`config.mk`:
```
export PLATFORM = sky130hd
export DESIGN_NAME = match_event_reporter_flat
export DESIGN_NICKNAME = d
export VERILOG_FILES = /design/src/rtl/match_event_reporter_if.sv /design/src/rtl/match_event_reporter.sv /design/src/flat_wrapper.sv
export SDC_FILE = /design/constraint.sdc
export NUM_CORES = 1
export LEC_CHECK = 0
export ABC_AREA = 1
export ABC_CLOCK_PERIOD_IN_PS = 5500
export BUFFER_PORTS_ARGS = -buffer_cell sky130_fd_sc_hd__buf_4
export CORE_AREA = 2 2 169 213
export DETAILED_ROUTE_END_ITERATION = 8
export DIE_AREA = 0 0 171 215
export GPL_TIMING_DRIVEN = 1
export MAX_ROUTING_LAYER = met4
export PLACE_DENSITY = 0.7
export SLEW_MARGIN = 20
export SYNTH_ARGS = -nofsm -noshare
export SYNTH_HDL_FRONTEND = slang
export SYNTH_SLANG_ARGS = --single-unit
```
`constraint.sdc`:
```
create_clock -name clk -period 5.5 [get_ports clk]
set_input_delay 1.1 -clock clk [delete_from_list [all_inputs] [get_ports clk]]
set_output_delay 1.1 -clock clk [all_outputs]
set_load 0.05 [all_outputs]
```
`src/rtl/match_event_reporter_if.sv`:
```
// Bundle of configuration, match-filter input and event-FIFO output signals
// shared between the match event reporter and whoever drives/drains it.
interface match_event_reporter_if #(
    parameter int FIFO_AW = 3
);
    logic               cfg_write;
    logic               cfg_addr;
    logic [31:0]        cfg_data;
    logic               mf_valid;
    logic               mf_match;
    logic [31:0]        timestamp;
    logic               rd_en;
    logic [31:0]        ev_data;
    logic               ev_empty;
    logic [FIFO_AW:0]   ev_level;
    logic [15:0]        drop_count;
    logic               busy;

    modport master (
        output cfg_write, cfg_addr, cfg_data, mf_valid, mf_match, timestamp, rd_en,
        input  ev_data, ev_empty, ev_level, drop_count, busy
    );

    modport slave (
        input  cfg_write, cfg_addr, cfg_data, mf_valid, mf_match, timestamp, rd_en,
        output ev_data, ev_empty, ev_level, drop_count, busy
    );
endinterface

```
`src/rtl/match_event_reporter.sv`:
```
// Qualifies match-filter hits (N in a row), applies a sample-count holdoff and
// timestamps each detection into a small first-word-fall-through event FIFO.
module match_event_reporter #(
    parameter int FIFO_AW = 3,
    parameter int HOLD_W  = 16
) (
    input  logic                    clk,
    input  logic                    reset,
    match_event_reporter_if.slave   bus
);
    localparam int DEPTH = 1 << FIFO_AW;
    localparam logic [FIFO_AW:0]   LVL_FULL = DEPTH[FIFO_AW:0];
    localparam logic [FIFO_AW:0]   LVL_ONE  = (FIFO_AW+1)'(1);
    localparam logic [FIFO_AW-1:0] PTR_ONE  = FIFO_AW'(1);
    localparam logic [HOLD_W-1:0]  HOLD_ONE = HOLD_W'(1);

    typedef enum logic [1:0] {S_IDLE, S_SEARCH, S_HOLDOFF} state_t;

    state_t              r_state, w_state_next;
    logic                r_en;
    logic [3:0]          r_min_hits;
    logic [HOLD_W-1:0]   r_holdoff;
    logic [3:0]          r_hit_cnt, w_hit_cnt_next;
    logic [HOLD_W-1:0]   r_hold_cnt, w_hold_cnt_next;
    logic                r_busy;
    logic                w_en_next, w_push;
    logic [3:0]          w_min_eff;
    logic [4:0]          w_hits_inc;
    logic                w_unused_cfg;

    logic [31:0]         r_mem [DEPTH];
    logic [FIFO_AW-1:0]  r_wr_ptr, r_rd_ptr, w_rd_ptr_inc;
    logic [FIFO_AW:0]    r_level;
    logic [31:0]         r_ev_data;
    logic [15:0]         r_drop_count;
    logic                w_full, w_pop, w_wr, w_drop;

    assign w_unused_cfg = &{1'b0, bus.cfg_data[30:4]};

    always_ff @(posedge clk) begin
        if (reset) begin
            r_en       <= 1'b0;
            r_min_hits <= 4'd1;
            r_holdoff  <= '0;
        end else if (bus.cfg_write) begin
            if (!bus.cfg_addr) begin
                r_en       <= bus.cfg_data[31];
                r_min_hits <= bus.cfg_data[3:0];
            end else begin
                r_holdoff  <= bus.cfg_data[HOLD_W-1:0];
            end
        end
    end

    // A disabling write must drop the FSM to IDLE on the very next edge, so look ahead at it.
    assign w_en_next  = (bus.cfg_write && !bus.cfg_addr) ? bus.cfg_data[31] : r_en;
    assign w_min_eff  = (r_min_hits == 4'd0) ? 4'd1 : r_min_hits;
    assign w_hits_inc = {1'b0, r_hit_cnt} + 5'd1;

    always_comb begin
        w_state_next    = r_state;
        w_hit_cnt_next  = r_hit_cnt;
        w_hold_cnt_next = r_hold_cnt;
        w_push          = 1'b0;
        if (!w_en_next) begin
            w_state_next    = S_IDLE;
            w_hit_cnt_next  = 4'd0;
            w_hold_cnt_next = '0;
        end else begin
            case (r_state)
                S_IDLE: begin
                    w_state_next   = S_SEARCH;
                    w_hit_cnt_next = 4'd0;
                end
                S_SEARCH: begin
                    if (bus.mf_valid) begin
                        if (!bus.mf_match) begin
                            w_hit_cnt_next = 4'd0;
                        end else if (w_hits_inc >= {1'b0, w_min_eff}) begin
                            w_push          = 1'b1;
                            w_hit_cnt_next  = 4'd0;
                            w_hold_cnt_next = r_holdoff;
                            w_state_next    = (r_holdoff == '0) ? S_SEARCH : S_HOLDOFF;
                        end else begin
                            w_hit_cnt_next  = (r_hit_cnt == 4'hF) ? 4'hF : w_hits_inc[3:0];
                        end
                    end
                end
                S_HOLDOFF: begin
                    if (bus.mf_valid) begin
                        w_hold_cnt_next = r_hold_cnt - HOLD_ONE;
                        if (r_hold_cnt <= HOLD_ONE) begin
                            w_state_next    = S_SEARCH;
                            w_hit_cnt_next  = 4'd0;
                            w_hold_cnt_next = '0;
                        end
                    end
                end
                default: begin
                    w_state_next = S_IDLE;
                end
            endcase
        end
    end

    always_ff @(posedge clk) begin
        if (reset) begin
            r_state    <= S_IDLE;
            r_hit_cnt  <= 4'd0;
            r_hold_cnt <= '0;
            r_busy     <= 1'b0;
        end else begin
            r_state    <= w_state_next;
            r_hit_cnt  <= w_hit_cnt_next;
            r_hold_cnt <= w_hold_cnt_next;
            r_busy     <= (w_state_next == S_HOLDOFF);
        end
    end

    // A pop frees the slot a full-FIFO push needs, so push+pop when full both succeed.
    assign w_full       = (r_level == LVL_FULL);
    assign w_pop        = bus.rd_en && (r_level != '0);
    assign w_wr         = w_push && (!w_full || w_pop);
    assign w_drop       = w_push && w_full && !w_pop;
    assign w_rd_ptr_inc = r_rd_ptr + PTR_ONE;

    always_ff @(posedge clk) begin
        if (w_wr) begin
            r_mem[r_wr_ptr] <= bus.timestamp;
        end
    end

    // Head register: bypass the incoming timestamp whenever it becomes the new head.
    always_ff @(posedge clk) begin
        if (reset) begin
            r_ev_data <= 32'd0;
        end else if (r_level == '0) begin
            if (w_wr) begin
                r_ev_data <= bus.timestamp;
            end
        end else if (w_pop) begin
            if (r_level == LVL_ONE) begin
                if (w_wr) begin
                    r_ev_data <= bus.timestamp;
                end
            end else begin
                r_ev_data <= r_mem[w_rd_ptr_inc];
            end
        end
    end

    always_ff @(posedge clk) begin
        if (reset) begin
            r_wr_ptr     <= '0;
            r_rd_ptr     <= '0;
            r_level      <= '0;
            r_drop_count <= 16'd0;
        end else begin
            if (w_wr) begin
                r_wr_ptr <= r_wr_ptr + PTR_ONE;
            end
            if (w_pop) begin
                r_rd_ptr <= w_rd_ptr_inc;
            end
            if (w_wr && !w_pop) begin
                r_level <= r_level + LVL_ONE;
            end else if (w_pop && !w_wr) begin
                r_level <= r_level - LVL_ONE;
            end
            if (w_drop && (r_drop_count != 16'hFFFF)) begin
                r_drop_count <= r_drop_count + 16'd1;
            end
        end
    end

    assign bus.ev_data    = r_ev_data;
    assign bus.ev_empty   = (r_level == '0);
    assign bus.ev_level   = r_level;
    assign bus.drop_count = r_drop_count;
    assign bus.busy       = r_busy;
endmodule
```
`src/flat_wrapper.sv`:
```
// flat-port wrapper written by rule: the top's interface ports become plain ports
module match_event_reporter_flat 
#(
    parameter int FIFO_AW = 3,
    parameter int HOLD_W  = 16
)
  (clk, reset, bus_cfg_write, bus_cfg_addr, bus_cfg_data, bus_mf_valid, bus_mf_match, bus_timestamp, bus_rd_en, bus_ev_data, bus_ev_empty, bus_ev_level, bus_drop_count, bus_busy);
  match_event_reporter_if #(.FIFO_AW(FIFO_AW)) bus_i ();
  input  logic clk;
  input  logic reset;
  input wire logic [$bits(bus_i.cfg_write)-1:0] bus_cfg_write;
  input wire logic [$bits(bus_i.cfg_addr)-1:0] bus_cfg_addr;
  input wire logic [$bits(bus_i.cfg_data)-1:0] bus_cfg_data;
  input wire logic [$bits(bus_i.mf_valid)-1:0] bus_mf_valid;
  input wire logic [$bits(bus_i.mf_match)-1:0] bus_mf_match;
  input wire logic [$bits(bus_i.timestamp)-1:0] bus_timestamp;
  input wire logic [$bits(bus_i.rd_en)-1:0] bus_rd_en;
  output wire logic [$bits(bus_i.ev_data)-1:0] bus_ev_data;
  output wire logic [$bits(bus_i.ev_empty)-1:0] bus_ev_empty;
  output wire logic [$bits(bus_i.ev_level)-1:0] bus_ev_level;
  output wire logic [$bits(bus_i.drop_count)-1:0] bus_drop_count;
  output wire logic [$bits(bus_i.busy)-1:0] bus_busy;
  assign bus_i.cfg_write = bus_cfg_write;
  assign bus_i.cfg_addr = bus_cfg_addr;
  assign bus_i.cfg_data = bus_cfg_data;
  assign bus_i.mf_valid = bus_mf_valid;
  assign bus_i.mf_match = bus_mf_match;
  assign bus_i.timestamp = bus_timestamp;
  assign bus_i.rd_en = bus_rd_en;
  assign bus_ev_data = bus_i.ev_data;
  assign bus_ev_empty = bus_i.ev_empty;
  assign bus_ev_level = bus_i.ev_level;
  assign bus_drop_count = bus_i.drop_count;
  assign bus_busy = bus_i.busy;
  match_event_reporter #(.FIFO_AW(FIFO_AW), .HOLD_W(HOLD_W)) u_core (.clk(clk), .reset(reset), .bus(bus_i));
endmodule
```
==> flow_metrics.py, run 1 <==
metrics = {
    "drt": {
        "first_pass_iters": 5,
        "viasPerCell": 5.13,
        "vias": 11500,
        "wl_um": 36300,
        "wl_per_cell_um": 16.2,
        "drt_iter0_markers": 886,
        "drc": 0,
        "ant_nets": 0,
    },
    "clock_network": {
        "clock_latency_ns": 0.53,
        "clk_pin_slew_ns": 0.06,
        "h-tree-depth": 2,
        "clk_path_buf_depth": 3,
        "clock_tree.root_cell": "clkbuf_16",
        "cts_buffers": 38,
        "cts_tree": "built",
        "numClockSinks": 358,
        "post_cts_buffers": 0,
        "postCtsHoldBufs": 0,
        "cts.repair.resized": 0,
    },
    "die": {
        "core_sq_um": 34900,
        "io_pins": 125,
        "die_area_sq_um": 36800,
        "die_h_um": 215,
        "initial_core_util_pct": 44.4,
        "row_count": 77,
        "fp.dieW_um": 171,
    },
    "critical_path": {
        "worst_setup_path_end_kind": "register",
        "slowest_stage": "nor2_4",
        "cp-start-kind": "register",
        "cp.arrival_ns": 3.62,
        "max_stage_delay_ns": 0.72,
        "cpMostUsedCell": "nand2_1",
        "crit_required_ns": 5.72,
        "crit_type": "register to register",
        "path_max_fanout": 21,
        "path_cells": "ha_1 -> nand2_2 -> inv_1 -> nor2_1 -> ha_1 -> nand2_1 -> inv_1 -> nand2_1 -> nand2_1 -> nand2_1 -> nand2_4 -> nand3_4 -> or2_1 -> nor2_4 -> buf_4",
    },
    "logic_synthesis": {
        "ys_types": 35,
        "ys_ff_latch": 358,
        "syn_inst": 1658,
        "ys_seq_area_share_pct": 62.8,
        "synth_fp_nets": 1743,
        "yosys_warnings": 0,
        "netlist_area_sq_um": 15500,
        "syn_avg_cell_area_sq_um": 9.35,
    },
    "sta": {
        "finalSetupViolations": 0,
        "worst_pin_slew_ns": 0.903,
        "report.final.hold_viol_count": 0,
        "clock_skew_ns": 0.0131,
        "clock.fmax_ghz": 0.294,
        "rsz0062_at_grt": "false",
        "layout_setup_ws_ns": 2.10,
        "period_share_pct": 61.8,
        "tns_ns": 0,
        "relSlewSlack_pct": 39.7,
        "slew_viol_final": 0,
        "fin_crit_ns": 3.40,
    },
    "placed_design": {
        "dp_hpwl_um": 21100,
        "gp_congestion": 0.855,
        "place_ws_ns": 1.89,
        "port_buffers": 109,
    },
    "layout": {
        "nFillCells": 3188,
        "layout_common_cells": "nand2_1, edfxtp_1, nor2_1",
        "layout-drive-gt1-share_pct": 12.6,
        "layout_commonest_cell": "nand2_1",
        "insertedDiodeCount": 0,
        "area_growth_pct": 15.8,
        "nets": 1831,
    },
    "grt": {
        "grt_usage_pct": 20.4,
        "grt_max_degree": 82,
        "overflow": 0,
        "grt_pass1_wl_um": 57600,
        "antenna_found_initial": 0,
        "grt_pass1_vias": 11100,
    },
    "pwr": {
        "p_int_mw": 5.49,
        "p_seq_share_pct": 34.7,
        "p_sw_share_pct": 39.5,
        "vdd_ir_drop_max_mv": 0.332,
        "switchingPower_mw": 3.59,
        "pwr-share-clk_pct": 26.8,
        "p_total_mw": 9.07,
        "p_leak_nw": 7.24,
        "comb_power_share_pct": 38.5,
        "power_density_nw_per_um2": 506,
    },
    "outcome": {
        "run_status": "finished, final reports clean",
    },
    "min_path": {
        "hold_class": "register to register",
    },
    "flow_run": {
        "drv_cap": 0,
    },
}
[path summary, 6_finish.rpt]
kind                                          start                  end  slack, ns  cells past startpoint
worst max-delay path            u_core.r_hit_cnt[0]  u_core.r_mem[2][20]       2.10                     15
worst min-delay path            u_core.r_holdoff[9]  u_core.r_holdoff[9]       0.48                      2
worst max register to register  u_core.r_hit_cnt[0]  u_core.r_mem[2][20]       2.10                     15
worst min register to register  u_core.r_holdoff[9]  u_core.r_holdoff[9]       0.48                      2
[power groups by stage]
stage / logic [mW] / registers (mW) / clock network, mW
after floorplan: 2.31 / 3.46 / 0
after global placement: 3.45 / 3.20 / 0
after detailed placement: 3.50 / 3.21 / 0
after CTS: 3.52 / 3.15 / 2.48
after global routing: 3.93 / 3.17 / 2.59
final: 3.49 / 3.15 / 2.43
[registers in the layout, indices dropped and copies added, names as in the netlist]
name,count
u_core.bus.busy,1
u_core.bus.drop_count,16
u_core.bus.ev_data,32
u_core.bus.ev_level,4
u_core.r_en,1
u_core.r_hit_cnt,4
u_core.r_hold_cnt,16
u_core.r_holdoff,16
u_core.r_mem,256
u_core.r_min_hits,4
u_core.r_rd_ptr,3
u_core.r_state,2
u_core.r_wr_ptr,3
[cells in the mapped netlist, drive strengths merged]
library cell,count,area (sq um)
clkinv,1,3.75
o22ai,7,43.8
buf,28,156
a31oi,17,106
a21oi,116,581
nor2,242,952
o21ai,58,290
or2,2,12.5
clkbuf,51,191
nand3b,2,15.0
and2,1,6.26
a31o,1,8.76
nand2,465,1790
nor4,4,25.0
edfxtp,256,7690
inv,109,409
nand4,11,68.8
nor3,13,65.1
ha,14,175
nand3,144,746
xor2,9,78.8
dfxtp,102,2040
xnor2,5,43.8
[per-layer routing]
layer  vias up  GRT usage (%)  wire (um)
met3        70           3.98       2090
met4         0           6.53        959
met1      5436           24.7      15400
met2       312           34.2      17900
met5         -              -          0
li1       5711              -          -
[per-stage QoR]
stage | instances | hold slack (ns) | instance area (sq um) | utilization, %
after CTS | 2249 | 0.472 | 17900 | 51.5
final | 2249 | 0.475 | 17900 | 51.5
after detailed placement | 2180 | 0.463 | 16800 | 48.1
after global placement | 2180 | 0.458 | 16800 | 48.1
after floorplan | 1658 | 0.430 | 15500 | -
after global routing | 2249 | 0.493 | 17900 | 51.5
[kinds of logic after synthesis]
family | after synthesis | synth area share, %
buf+inv | 189 | 4.91
fa+ha+maj | 14 | 1.13
xor+xnor | 14 | 0.791
simple gates | 884 | 23.8
compound gates | 199 | 6.64
flops | 358 | 62.8
[worst max-delay path: cells and delay by family, from the launching register on]
family	cells	cell delay, ns
and+or+nand+nor	10	1.68
adders and majority gates	2	0.51
buffers and inverters	3	0.47
DFF	1	0.42
[cell type report]
class	count	area, sq um	share of cell area (%)
Sequential cell	358	9730	54.2
Multi-Input combinational cell	1111	5070	28.2
Clock buffer	62	1140	6.37
Timing Repair Buffer	127	953	5.31
Tap cell	474	593	3.30
Inverter	110	414	2.31
Clock inverter	7	42.5	0.237
Power figures use the tool's default switching activity.
==> run 2, diff against run 1 <==
Settings changed: ABC_AREA 1 to 0, ABC_CLOCK_PERIOD_IN_PS 5500 to 3400, CORE_AREA 2 2 169 213 to 2 2 163 205, DIE_AREA 0 0 171 215 to 0 0 165 207.
Clock period 5.5 ns to 3.4 ns, I/O delays scaled along.
==> flow_metrics.py, run 2 <==
metrics = {
    "outcome": {
        "run_status": "finished, final reports clean",
    },
    "die": {
        "io_pins": 125,
        "initial_core_util_pct": 44.2,
        "core_sq_um": 32300,
        "row_count": 74,
        "fp.dieW_um": 165,
        "die_h_um": 207,
        "die_area_sq_um": 34200,
    },
    "critical_path": {
        "max_stage_delay_ns": 0.36,
        "cp.arrival_ns": 3.33,
        "slowest_stage": "dfxtp_1",
        "reg2reg_depth": 11,
        "worst_setup_path_end_kind": "register",
        "path_max_fanout": 19,
        "crit_type": "register to register",
        "cpMostUsedCell": "ha_1",
        "cp-start-kind": "register",
        "path_cells": "ha_1 -> xor2_1 -> ha_1 -> o21ai_0 -> or2_0 -> o22ai_2 -> nand3_1 -> inv_1 -> nand2_1 -> nor3_4 -> buf_4",
        "crit_required_ns": 3.58,
    },
    "clock_network": {
        "clock_latency_ns": 0.52,
        "h-tree-depth": 2,
        "post_cts_buffers": 0,
        "cts.repair.resized": 0,
        "cts_buffers": 37,
        "cts_tree": "built",
        "clk_pin_slew_ns": 0.06,
        "clock_tree.root_cell": "clkbuf_16",
        "clk_path_buf_depth": 3,
        "numClockSinks": 358,
        "postCtsHoldBufs": 0,
    },
    "grt": {
        "grt_usage_pct": 19.0,
        "grt_max_degree": 66,
        "gr-usage-met1_pct": 24.1,
        "grt_most_used_layer": "met2",
        "use_met2_pct": 31.3,
        "grt_pass1_vias": 8780,
        "met3_usage_pct": 3.52,
        "antenna_found_initial": 0,
        "grt_pass1_wl_um": 48900,
        "overflow": 0,
    },
    "drt": {
        "wl_um": 31200,
        "drc": 0,
        "first_pass_iters": 6,
        "vias": 8558,
        "ant_nets": 0,
        "viasPerCell": 5.63,
        "drt_iter0_markers": 784,
        "wl_per_cell_um": 20.5,
    },
    "logic_synthesis": {
        "synth_ff_type": "edfxtp_1",
        "yosys_warnings": 0,
        "ys_types": 54,
        "synthMostInstantiatedCell": "edfxtp_1",
        "netlist_area_sq_um": 14300,
        "synthTopCellsByArea": "edfxtp_1, dfxtp_1, mux4_2",
        "synthArstFlopShare_pct": 0,
        "ys_ff_latch": 358,
        "syn_inst": 948,
        "synth_top_area_cell": "edfxtp_1",
        "synth_fp_nets": 1033,
        "syn_avg_cell_area_sq_um": 15.1,
        "synth-edff-count": 256,
        "synth_top_area_share_pct": 53.9,
        "synth_common_cells": "edfxtp_1, dfxtp_1, nor2_1",
        "ys_seq_area_share_pct": 68.2,
    },
    "sta": {
        "slew_viol_final": 0,
        "report.final.hold_viol_count": 0,
        "period_share_pct": 92.6,
        "clock_skew_ns": 0.0125,
        "tns_ns": 0,
        "rsz0062_at_grt": "false",
        "worst_pin_slew_ns": 0.629,
        "whs_ns": 0.380,
        "fin_crit_ns": 3.15,
        "finalSetupViolations": 0,
        "relSlewSlack_pct": 58.1,
        "clock.fmax_ghz": 0.318,
    },
    "pwr": {
        "comb_power_share_pct": 28.0,
        "switchingPower_mw": 3.85,
        "vdd_ir_drop_max_mv": 0.628,
        "p_seq_share_pct": 40.9,
        "p_sw_share_pct": 30.8,
        "p_leak_nw": 5.72,
        "power_density_nw_per_um2": 735,
        "pwr-share-clk_pct": 31.1,
        "p_int_mw": 8.62,
    },
    "placed_design": {
        "dp_hpwl_um": 18000,
        "gp_congestion": 0.867,
        "port_buffers": 109,
    },
    "layout": {
        "final_core_util_pct": 52.5,
        "top_register": "u_core.r_mem",
        "nFillCells": 2614,
        "layout-drive-gt1-share_pct": 28.3,
        "multi_input_area_sq_um": 4350,
        "seq_area_sq_um": 9730,
        "insertedDiodeCount": 0,
        "area_growth_pct": 18.9,
        "layout_common_cells": "edfxtp_1, buf_4, dfxtp_1",
        "layout_commonest_cell": "edfxtp_1",
        "largest_register_ffs": 256,
        "nets": 1160,
    },
    "min_path": {
        "whs_path_depth": 2,
        "hold_class": "input pin to register",
    },
    "flow_run": {
        "drv_cap": 0,
    },
}
-- run 2: cell count changes in the layout (fill, tap and decap cells not counted), sizes merged, moves of 14 or more --
cell	before	now
inv	110	18
mux4	0	64
clkbuf	62	48
nand3	144	14
a21oi	116	47
o21ai	58	23
nor2	242	91
o221a	0	32
nand2	465	62
o22ai	7	36
-- run 2: layout make-up --
type | count | area share [%]
well taps | 418 | 3.08
clock buffers | 48 | 6.05
repair buffers | 137 | 6.72
clock inverters | 18 | 0.796
inverters | 17 | 0.376
multi-input cells | 524 | 25.6
flip-flops and latches | 358 | 57.4
-- run 2: cell families (layout without fill, tap and decap cells) --
kind of cell / count (synthesis) / after routing / synth area share, %
muxes: 74 / 74 / 10.9
xor gates and xnor gates: 16 / 16 / 0.982
buffers and inverters: 66 / 220 / 2.00
and+or+nand+nor: 248 / 248 / 8.13
DFF: 358 / 358 / 68.2
AOI/OAI and AO/OA: 172 / 172 / 8.64
adders and majority gates: 14 / 14 / 1.23
-- run 2: stage by stage --
step                      setup slack [ns]  power [mW]  instance area (sq um)  cells
after global placement               0.317        8.68                  15800   1454
after CTS                            0.232        12.6                  17000   1520
final                                0.251        12.5                  17000   1520
after floorplan                     -0.483        7.71                  14300    948
after detailed placement             0.243        8.71                  15800   1454
after global routing                0.0255        13.0                  17000   1520
-- run 2: worst max-delay path, delay by kind of cell, from the launching register on --
| kind | cells | cell delay (ns) |
|---|---|---|
| xor gates and xnor gates | 1 | 0.16 |
| AOI/OAI and AO/OA | 2 | 0.35 |
| and+or+nand+nor | 4 | 0.86 |
| adders and majority gates | 2 | 0.56 |
| buffers and inverters | 2 | 0.51 |
| DFF | 1 | 0.36 |
-- run 2: worst paths after layout --
| kind | end | slack (ns) | startpoint |
|---|---|---|---|
| hold reg to reg | u_core.r_holdoff[9] | 0.48 | u_core.r_holdoff[9] |
| setup reg to reg | u_core.r_mem[1][3] | 0.25 | u_core.r_hit_cnt[0] |
| hold / removal | u_core.r_min_hits[0] | 0.38 | bus_cfg_data[0] |
| setup / recovery | u_core.r_mem[1][3] | 0.25 | u_core.r_hit_cnt[0] |
-- run 2: power by group through the flow --
stage | combinational (mW) | clock, mW | sequential, mW
3_3_place_gp | 3.50 | 0 | 5.18
4_1_cts | 3.54 | 3.97 | 5.10
2_1_floorplan | 1.83 | 0 | 5.88
3_5_place_dp | 3.52 | 0 | 5.19
5_1_grt | 3.74 | 4.15 | 5.13
6_report | 3.49 | 3.88 | 5.10
-- run 2: layer usage --
layer | vias up | part of all wire [%]
met5 | - | 0
met4 | 0 | 2.1
met3 | 57 | 6.3
met2 | 266 | 50
met1 | 4265 | 41
li1 | 3970 | -
==> run 3, diff against run 2 <==
Settings changed: REMOVE_ABC_BUFFERS from default to 1.
==> flow_metrics.py, run 3 (synthesized netlist as in run 2, its figures left out) <==
metrics = {
    "placed_design": {
        "dp_hpwl_um": 18800,
        "placed_cells": 1459,
        "place_ws_ns": 0.323,
        "port_buffers": 109,
        "dpl_cell_area_sq_um": 15800,
        "gp_congestion": 0.885,
    },
    "critical_path": {
        "cpMostUsedCell": "ha_1",
        "slowest_stage": "dfxtp_1",
        "path_cells": "ha_1 -> xor2_1 -> ha_1 -> o21ai_0 -> or2_0 -> o22ai_2 -> nand3_1 -> inv_1 -> nand2_1 -> nor3_2 -> buf_4",
        "cp.buffers_inverters": 2,
        "cp-start-kind": "register",
        "crit_required_ns": 3.60,
        "cp.arrival_ns": 3.25,
        "path_max_fanout": 18,
        "crit_start": "u_core.r_hit_cnt[0]",
        "crit_type": "register to register",
        "max_stage_delay_ns": 0.34,
        "crit_family": "simple AND/OR/NAND/NOR gates",
        "worst_setup_path_end_kind": "register",
        "worstReg2RegStart": "u_core.r_hit_cnt[0]",
    },
    "grt": {
        "antenna_found_initial": 1,
        "grt_pass1_wl_um": 48500,
        "overflow": 0,
        "grt_max_degree": 86,
        "grt_pass1_vias": 8644,
        "grt_usage_pct": 19.1,
    },
    "clock_network": {
        "clock_latency_ns": 0.53,
        "h-tree-depth": 2,
        "postCtsHoldBufs": 0,
        "clock_tree.root_cell": "clkbuf_16",
        "cts.repair.resized": 0,
        "cts_tree": "built",
        "post_cts_buffers": 0,
        "cts_buffers": 37,
        "numClockSinks": 358,
        "clk_pin_slew_ns": 0.06,
        "clk_path_buf_depth": 3,
    },
    "sta": {
        "slew_viol_final": 0,
        "finalSetupViolations": 0,
        "report.final.hold_viol_count": 0,
        "clock_skew_ns": 0.00943,
        "worst_pin_slew_ns": 0.552,
        "period_share_pct": 89.9,
        "whs_ns": 0.383,
        "tns_ns": 0,
        "clock.fmax_ghz": 0.327,
        "rsz0062_at_grt": "false",
        "layout_setup_ws_ns": 0.343,
        "fin_crit_ns": 3.06,
        "relSlewSlack_pct": 63.2,
    },
    "min_path": {
        "hold_class": "input pin to register",
        "hold_start": "bus_cfg_data[0]",
    },
    "layout": {
        "layout-drive-gt1-share_pct": 29.2,
        "insertedDiodeCount": 0,
        "layout_common_cells": "edfxtp_1, buf_4, dfxtp_1",
        "top_register": "u_core.r_mem",
        "largest_register_ffs": 256,
        "layout_commonest_cell": "edfxtp_1",
        "area_growth_pct": 19.8,
        "nets": 1165,
        "final_core_util_pct": 52.9,
        "final_area_sq_um": 17100,
        "fin_cells": 1526,
    },
    "pwr": {
        "switchingPower_mw": 3.89,
        "p_seq_share_pct": 40.2,
        "vdd_ir_drop_max_mv": 0.552,
        "power_density_nw_per_um2": 753,
        "p_sw_share_pct": 30.2,
        "comb_power_share_pct": 26.8,
        "p_total_mw": 12.9,
        "pwr-share-clk_pct": 33.0,
        "p_leak_nw": 5.80,
        "p_int_mw": 8.98,
    },
    "die": {
        "io_pins": 125,
        "die_h_um": 207,
        "die_area_sq_um": 34200,
        "core_sq_um": 32300,
        "row_count": 74,
        "fp.dieW_um": 165,
        "initial_core_util_pct": 44.2,
    },
    "drt": {
        "wl_per_cell_um": 20.6,
        "vias": 8673,
        "wl_um": 31500,
        "drc": 0,
        "drt_iter0_markers": 657,
        "viasPerCell": 5.68,
        "ant_nets": 0,
        "first_pass_iters": 5,
    },
    "outcome": {
        "run_status": "finished, final reports clean",
    },
    "flow_run": {
        "drv_cap": 0,
    },
}
==> run 3: cell types whose count changed in the layout (fill, tap and decap cells not counted), sizes merged <==
cell	previous run	this run
bufinv	2	6
clkinv	15	7
buf	137	142
clkinvlp	0	4
inv	18	16
clkbuf	48	51
==> run 3: cell type report <==
type                       instances  area, sq um
clock buffer                      51         1040
clock inverter                    16          249
fill                            2612        15200
inverter                          17         63.8
multi-input combinational        524         4310
sequential                       358         9730
tap                              418          523
timing repair buffer             142         1180
==> run 3: final timing paths <==
check             cells past startpoint  slack, ns                   end
hold reg to reg                       2       0.48   u_core.r_holdoff[4]
setup reg to reg                     11       0.34   u_core.r_mem[1][16]
setup / recovery                     11       0.34   u_core.r_mem[1][16]
hold / removal                        2       0.38  u_core.r_min_hits[0]
==> run 3: worst register-to-register path: stages, from the launching register on <==
cell and delay (ns):
dfxtp_1 0.34, ha_1 0.27, xor2_1 0.16, ha_1 0.28, o21ai_0 0.09, or2_0 0.22, o22ai_2 0.24, nand3_1 0.17
inv_1 0.17, nand2_1 0.24, nor3_2 0.21, buf_4 0.33
==> run 3: metal layers <==
layer | track usage, % | routed length (um)
met5 | - | 0
met3 | 3.54 | 1920
met4 | 5.22 | 628
met1 | 23.2 | 12800
met2 | 32.6 | 16200
==> run 3: power by group through the flow <==
stage / clock network [mW] / registers, mW / logic (mW)
finish: 4.25 / 5.17 / 3.45
global route: 4.52 / 5.21 / 3.66
CTS: 4.35 / 5.18 / 3.50
detailed placement: 0 / 5.26 / 3.49
global placement: 0 / 5.26 / 3.46
floorplan: 0 / 6.03 / 1.69
